### src/rtl/btn_pkg.sv
// Shared constants and FSM encoding for the push-button conditioner.
// Default cycle counts assume a 100 MHz system clock.
package btn_pkg;

   localparam int NUM_BTN = 5;

   // 10 ms debounce, 500 ms hold before first repeat, 100 ms between repeats
   localparam int DEFAULT_DEBOUNCE_CYCLES = 1000000;
   localparam int DEFAULT_HOLD_CYCLES     = 50000000;
   localparam int DEFAULT_REPEAT_CYCLES   = 10000000;

   // BTN1 (up) and BTN3 (down) auto-repeat by default
   localparam logic [NUM_BTN-1:0] DEFAULT_REPEAT_MASK = 5'b01010;

   // Per-button press tracking: released, held waiting for first repeat, repeating
   typedef enum logic [1:0] {
      ST_IDLE   = 2'd0,
      ST_HOLD   = 2'd1,
      ST_REPEAT = 2'd2
   } btn_state_t;

endpackage

### src/rtl/btn_channel.sv
// One push-button lane: two-flop synchronizer, counter debounce, and a
// press/hold/repeat FSM producing one-cycle press and repeat pulses.
module btn_channel
   import btn_pkg::*;
#(
   parameter int DEBOUNCE_CYCLES = DEFAULT_DEBOUNCE_CYCLES,
   parameter int HOLD_CYCLES     = DEFAULT_HOLD_CYCLES,
   parameter int REPEAT_CYCLES   = DEFAULT_REPEAT_CYCLES,
   parameter bit REPEAT_EN       = 1'b0
) (
   input  logic IN_CLK,
   input  logic IN_RST,
   input  logic btn_raw,
   output logic level,
   output logic press,
   output logic rpt
);

   localparam int DW = $clog2(DEBOUNCE_CYCLES + 1);
   localparam int HW = $clog2(HOLD_CYCLES + 1);
   localparam int RW = $clog2(REPEAT_CYCLES + 1);

   logic          sync_meta;
   logic          sync_q;
   logic [DW-1:0] deb_cnt_q, deb_cnt_d;
   logic          level_d;
   logic          rise, fall;
   btn_state_t    state_q, state_d;
   logic [HW-1:0] hold_cnt_q, hold_cnt_d;
   logic [RW-1:0] rep_cnt_q, rep_cnt_d;
   logic          rpt_d;

   // Bring the asynchronous pin into the clock domain before anything looks at it
   always_ff @(posedge IN_CLK) begin
      if (IN_RST) begin
         sync_meta <= 1'b0;
         sync_q    <= 1'b0;
      end else begin
         sync_meta <= btn_raw;
         sync_q    <= sync_meta;
      end
   end

   // Accept a new level only after DEBOUNCE_CYCLES consecutive disagreeing samples
   always_comb begin
      deb_cnt_d = deb_cnt_q;
      level_d   = level;
      rise      = 1'b0;
      fall      = 1'b0;
      if (sync_q == level) begin
         deb_cnt_d = '0;
      end else if (deb_cnt_q == DW'(DEBOUNCE_CYCLES - 1)) begin
         deb_cnt_d = '0;
         level_d   = sync_q;
         rise      = sync_q;
         fall      = ~sync_q;
      end else begin
         deb_cnt_d = deb_cnt_q + DW'(1);
      end
   end

   // Hold/repeat sequencing; a release always wins over a pulse due in the same cycle
   always_comb begin
      state_d    = state_q;
      hold_cnt_d = hold_cnt_q;
      rep_cnt_d  = rep_cnt_q;
      rpt_d      = 1'b0;
      case (state_q)
         ST_IDLE: begin
            if (rise) begin
               state_d    = ST_HOLD;
               hold_cnt_d = '0;
            end
         end
         ST_HOLD: begin
            if (fall) begin
               state_d = ST_IDLE;
            end else if (hold_cnt_q == HW'(HOLD_CYCLES - 1)) begin
               if (REPEAT_EN) begin
                  rpt_d     = 1'b1;
                  state_d   = ST_REPEAT;
                  rep_cnt_d = '0;
               end
            end else begin
               hold_cnt_d = hold_cnt_q + HW'(1);
            end
         end
         ST_REPEAT: begin
            if (fall) begin
               state_d = ST_IDLE;
            end else if (rep_cnt_q == RW'(REPEAT_CYCLES - 1)) begin
               rpt_d     = 1'b1;
               rep_cnt_d = '0;
            end else begin
               rep_cnt_d = rep_cnt_q + RW'(1);
            end
         end
         default: begin
            state_d = ST_IDLE;
         end
      endcase
   end

   // Register debounce state, FSM state and the one-cycle output pulses
   always_ff @(posedge IN_CLK) begin
      if (IN_RST) begin
         deb_cnt_q  <= '0;
         level      <= 1'b0;
         press      <= 1'b0;
         rpt        <= 1'b0;
         state_q    <= ST_IDLE;
         hold_cnt_q <= '0;
         rep_cnt_q  <= '0;
      end else begin
         deb_cnt_q  <= deb_cnt_d;
         level      <= level_d;
         press      <= rise;
         rpt        <= rpt_d;
         state_q    <= state_d;
         hold_cnt_q <= hold_cnt_d;
         rep_cnt_q  <= rep_cnt_d;
      end
   end

endmodule

### src/rtl/btn_conditioner.sv
// Five-button conditioner: per-button debounce with press and auto-repeat
// pulses, plus an ENABLE gate on the pulse outputs (levels always track).
module btn_conditioner
   import btn_pkg::*;
#(
   parameter int                  DEBOUNCE_CYCLES = DEFAULT_DEBOUNCE_CYCLES,
   parameter int                  HOLD_CYCLES     = DEFAULT_HOLD_CYCLES,
   parameter int                  REPEAT_CYCLES   = DEFAULT_REPEAT_CYCLES,
   parameter logic [NUM_BTN-1:0]  REPEAT_MASK     = DEFAULT_REPEAT_MASK
) (
   input  logic               IN_CLK,
   input  logic               IN_RST,
   input  logic               ENABLE,
   input  logic [NUM_BTN-1:0] IN_BTN,
   output logic [NUM_BTN-1:0] OUT_LEVEL,
   output logic [NUM_BTN-1:0] OUT_PRESS,
   output logic [NUM_BTN-1:0] OUT_REPEAT,
   output logic [NUM_BTN-1:0] OUT_STROBE
);

   logic [NUM_BTN-1:0] press_int;
   logic [NUM_BTN-1:0] rpt_int;

   for (genvar i = 0; i < NUM_BTN; i++) begin : g_chan
      btn_channel #(
         .DEBOUNCE_CYCLES (DEBOUNCE_CYCLES),
         .HOLD_CYCLES     (HOLD_CYCLES),
         .REPEAT_CYCLES   (REPEAT_CYCLES),
         .REPEAT_EN       (REPEAT_MASK[i])
      ) u_chan (
         .IN_CLK  (IN_CLK),
         .IN_RST  (IN_RST),
         .btn_raw (IN_BTN[i]),
         .level   (OUT_LEVEL[i]),
         .press   (press_int[i]),
         .rpt     (rpt_int[i])
      );
   end

   // Gating is combinational so pulses suppressed while disabled are simply lost
   assign OUT_PRESS  = press_int & {NUM_BTN{ENABLE}};
   assign OUT_REPEAT = rpt_int & {NUM_BTN{ENABLE}};
   assign OUT_STROBE = OUT_PRESS | OUT_REPEAT;

endmodule

### config.mk
export PLATFORM = sky130hd
export DESIGN_NAME = btn_conditioner
export DESIGN_NICKNAME = d
export VERILOG_FILES = /design/src/rtl/btn_pkg.sv /design/src/rtl/btn_channel.sv /design/src/rtl/btn_conditioner.sv
export SDC_FILE = /design/constraint.sdc
export NUM_CORES = 1
export LEC_CHECK = 0
export CORE_ASPECT_RATIO = 1.75
export CORE_UTILIZATION = 45
export DETAILED_ROUTE_END_ITERATION = 16
export SLEW_MARGIN = 25
export SYNTH_ARGS = -nofsm -noshare
export SYNTH_HDL_FRONTEND = slang
export SYNTH_HIERARCHICAL = 1
export SYNTH_SLANG_ARGS = --single-unit
### constraint.sdc
create_clock -name IN_CLK -period 3.26 [get_ports IN_CLK]
set_input_delay 0.489 -clock IN_CLK [delete_from_list [all_inputs] [get_ports IN_CLK]]
set_output_delay 0.489 -clock IN_CLK [all_outputs]
set_load 0.01 [all_outputs]
==> out/qor.yml <==
routing:
  drcViolationCount: 0
  wl_met3_um: 673
  dr_wl_met2_um: 15400
  top_layer_used: "met4"
  first_pass_iters: 5
  wl_met1_um: 11600
  wl_per_cell_um: 16.2
  vias: 10400
  routed_via_density: 5.90
  drtAntennaViolNets: 0
  drt_iter0_drc: 420
  totalWireLength_um: 28400
pwr:
  leakage_nw: 4.00
  ir_worst_vdd_mv: 0.642
  p_per_area_nw_per_um2: 441
worst_setup_path:
  startpoint: "g_chan[1].u_chan/deb_cnt_q[0]"
  cp-end-kind: "flip-flop"
  worst_setup_path_start_kind: "flip-flop"
  max_stage_delay_ns: 0.55
  path_cells: "ha_1 -> nand4_1 -> or4_1 -> or4_1 -> a21o_1 -> buf_4 -> or3_1 -> o311ai_0"
  cp_slowest_cell: "or4_1"
  crit_type: "reg2reg"
  cp.required_ns: 3.67
  r2r-start: "g_chan[1].u_chan/deb_cnt_q[0]"
  crit_fanout: 12
  cp_data_arrival_time_ns: 3.28
  cpMostUsedCell: "or4_1"
synthesis:
  yosys-top-cells-count: "226 x dfxtp_1, 142 x nor2_1, 111 x nand2_1, 94 x a21oi_1, 79 x nand3_1"
  synth_top_area_share_pct: 38.6
  yosysUniqueCellTypes: 93
  ys_top_cells_by_area: "dfxtp_1 39%, nor2_1 4.6%, a21oi_1 4.0%"
  yosysTopAreaCell: "dfxtp_1"
  yosysWarnings: 6
  synth_ff_type: "dfxtp_1"
  postSynthCellCount: 1412
  synthArstFlopShare_pct: 0
  synth_edf_count: 0
  avgSynthCellArea_um2: 8.29
  synth.most_common_cell: "dfxtp_1"
  syn-cell-area_um2: 11700
  synth-seq-area-share_pct: 38.6
  synth_nets: 1435
  ys_ff_latch: 226
layout:
  area_growth_pct: 11.4
  regArea_um2: 4520
  drive_above_1_share_pct: 7.71
  n_fill_cell: 2427
  final_nets: 1448
  multi_input_area_um2: 6740
  diodes: 0
  fin_cells: 1756
timing:
  final-hold-violation-count: 0
  maxSlewHeadroom_pct: 47.1
  fin_worst_skew_ns: 0.0181
  period_share_pct: 88.0
  rsz0062_at_grt: "false"
  slew_violations: 0
  worst_slack_ns: 0.390
  tightest_slew_ns: 0.794
  setup_tns_ns: 0
  setup_viol: 0
  min_period_ns: 2.87
  max_freq_mhz: 348
cts:
  cts_buffer_depth: 3
  cts_tree: "done"
  post-cts-setup-buffers: 0
  path_clk_slew_ns: 0.06
  cts_sinks: 226
  clk_latency_ns: 0.53
  cts_resized: 0
  cts_root_buf: "clkbuf_16"
  htree_levels: 1
  cts_made_buffers: 23
  cts_hold_buf: 0
global_route:
  grtUsageTotal_pct: 21.5
  gr-total-overflow: 0
  antenna_found_initial: 0
  grt_pass1_wl_um: 47300
  grt_start_max_net_pins: 119
  grt_pass1_vias: 10100
placement:
  hpwl_um: 19600
  placed_cells: 1716
  gp_congestion: 0.861
  pre_cts_slack_ns: 0.244
  port_buffers: 24
floorplan:
  start_util_pct: 46.0
  fp.coreArea_um2: 25400
  fp.dieH_um: 215
  num_rows: 77
  dieArea_um2: 26700
  num_io_pins: 28
  die_w_um: 124
worst_hold_path:
  hold_path_class: "in2reg"
  hold_start: "IN_RST"
outcome:
  status: "completed"
run:
  maxCapViolCount: 0
## path summary, 6_finish.rpt
path / to / slack [ns] / depth (start not counted)
max: g_chan[1].u_chan/hold_cnt_q[17] / 0.39 / 8
min: g_chan[1].u_chan/state_q[0] / 0.24 / 2
max reg2reg: g_chan[1].u_chan/hold_cnt_q[17] / 0.39 / 8
min reg2reg: g_chan[4].u_chan/sync_q / 0.43 / 1
## metal layers
metal | GRT usage [%] | up-vias
li1 | - | 5249
met1 | 23.0 | 4918
met2 | 41.4 | 141
met3 | 2.30 | 59
met4 | 8.33 | 0
met5 | 0 | -
## logic make-up after synthesis
group / synth area share [%]
other: 0.0962
adders and majority gates: 1.69
buffers and inverters: 3.96
and+or+nand+nor: 32.6
AOI/OAI and AO/OA: 17.1
xor gates and xnor gates: 5.54
DFF: 38.6
muxes: 0.353
## placed cells by master, fill, tap and decap left out, types with 5 or more instances in the layout
master / n
o31ai_1: 26
o311ai_0: 7
buf_4: 27
o21ai_0: 61
and2_1: 16
nor4_1: 17
nand4b_1: 9
a41oi_1: 10
and4_1: 16
inv_1: 43
nand3b_1: 7
xnor2_1: 37
a311oi_1: 8
o21a_1: 14
a21o_1: 5
clkdlybuf4s50_1: 23
nand4_1: 49
or3_1: 37
ha_1: 15
a21oi_1: 94
and2_2: 5
or2_2: 9
nor2b_1: 14
nand3_1: 79
a22oi_1: 6
nand2b_1: 6
nor2_1: 142
or4_1: 36
nor4b_1: 7
a31oi_1: 19
nand2_1: 111
xor2_1: 37
clkbuf_16: 23
and3_1: 38
clkbuf_1: 7
o211ai_1: 8
dfxtp_1: 226
nor3_1: 30
## per-stage QoR
stage	power [mW]	hold WS, ns	utilization [%]	instance area, um2
after CTS	5.85	0.215	51.2	13000
after global placement	3.06	0.418	48.2	12300
after global routing	5.96	0.238	51.3	13000
after floorplan	2.99	0.414	-	11700
after detailed placement	3.06	0.423	48.2	12300
final	5.75	0.241	51.3	13000
## sequential cells by signal, summed over array words and instances, names as in the netlist
| register | flops |
|---|---|
| g_chan.u_chan/deb_cnt_q | 100 |
| g_chan.u_chan/hold_cnt_q | 52 |
| g_chan.u_chan/rep_cnt_q | 48 |
| g_chan.u_chan/level | 5 |
| g_chan.u_chan/press | 5 |
| g_chan.u_chan/sync_meta | 5 |
| g_chan.u_chan/sync_q | 5 |
| g_chan.u_chan/state_q | 4 |
| g_chan.u_chan/rpt | 2 |
## critical path, delay by kind of cell, from the launching register on
kind,cells,cell delay [ns]
adders and majority gates,1,0.21
AOI/OAI and AO/OA,2,0.43
buffers and inverters,1,0.22
DFF,1,0.36
and+or+nand+nor,4,1.53
## layout make-up
| type | count | area share (%) |
|---|---|---|
| Sequential cell | 226 | 34.7 |
| Multi-Input combinational cell | 1079 | 51.7 |
| Timing Repair Buffer | 51 | 3.47 |
| Clock inverter | 9 | 1.15 |
| Tap cell | 316 | 3.03 |
| Clock buffer | 31 | 4.72 |
| Inverter | 44 | 1.27 |
## report_power, final
part | switching (mW) | leakage, nW | internal, mW | total (mW)
combinational | 0.150 | 1.82 | 0.0701 | 0.220
clock | 1.11 | 0.367 | 1.64 | 2.75
sequential | 0.00734 | 1.82 | 2.77 | 2.78
total | 1.27 | 4.00 | 4.48 | 5.75
(Power assumes the default switching activity.)
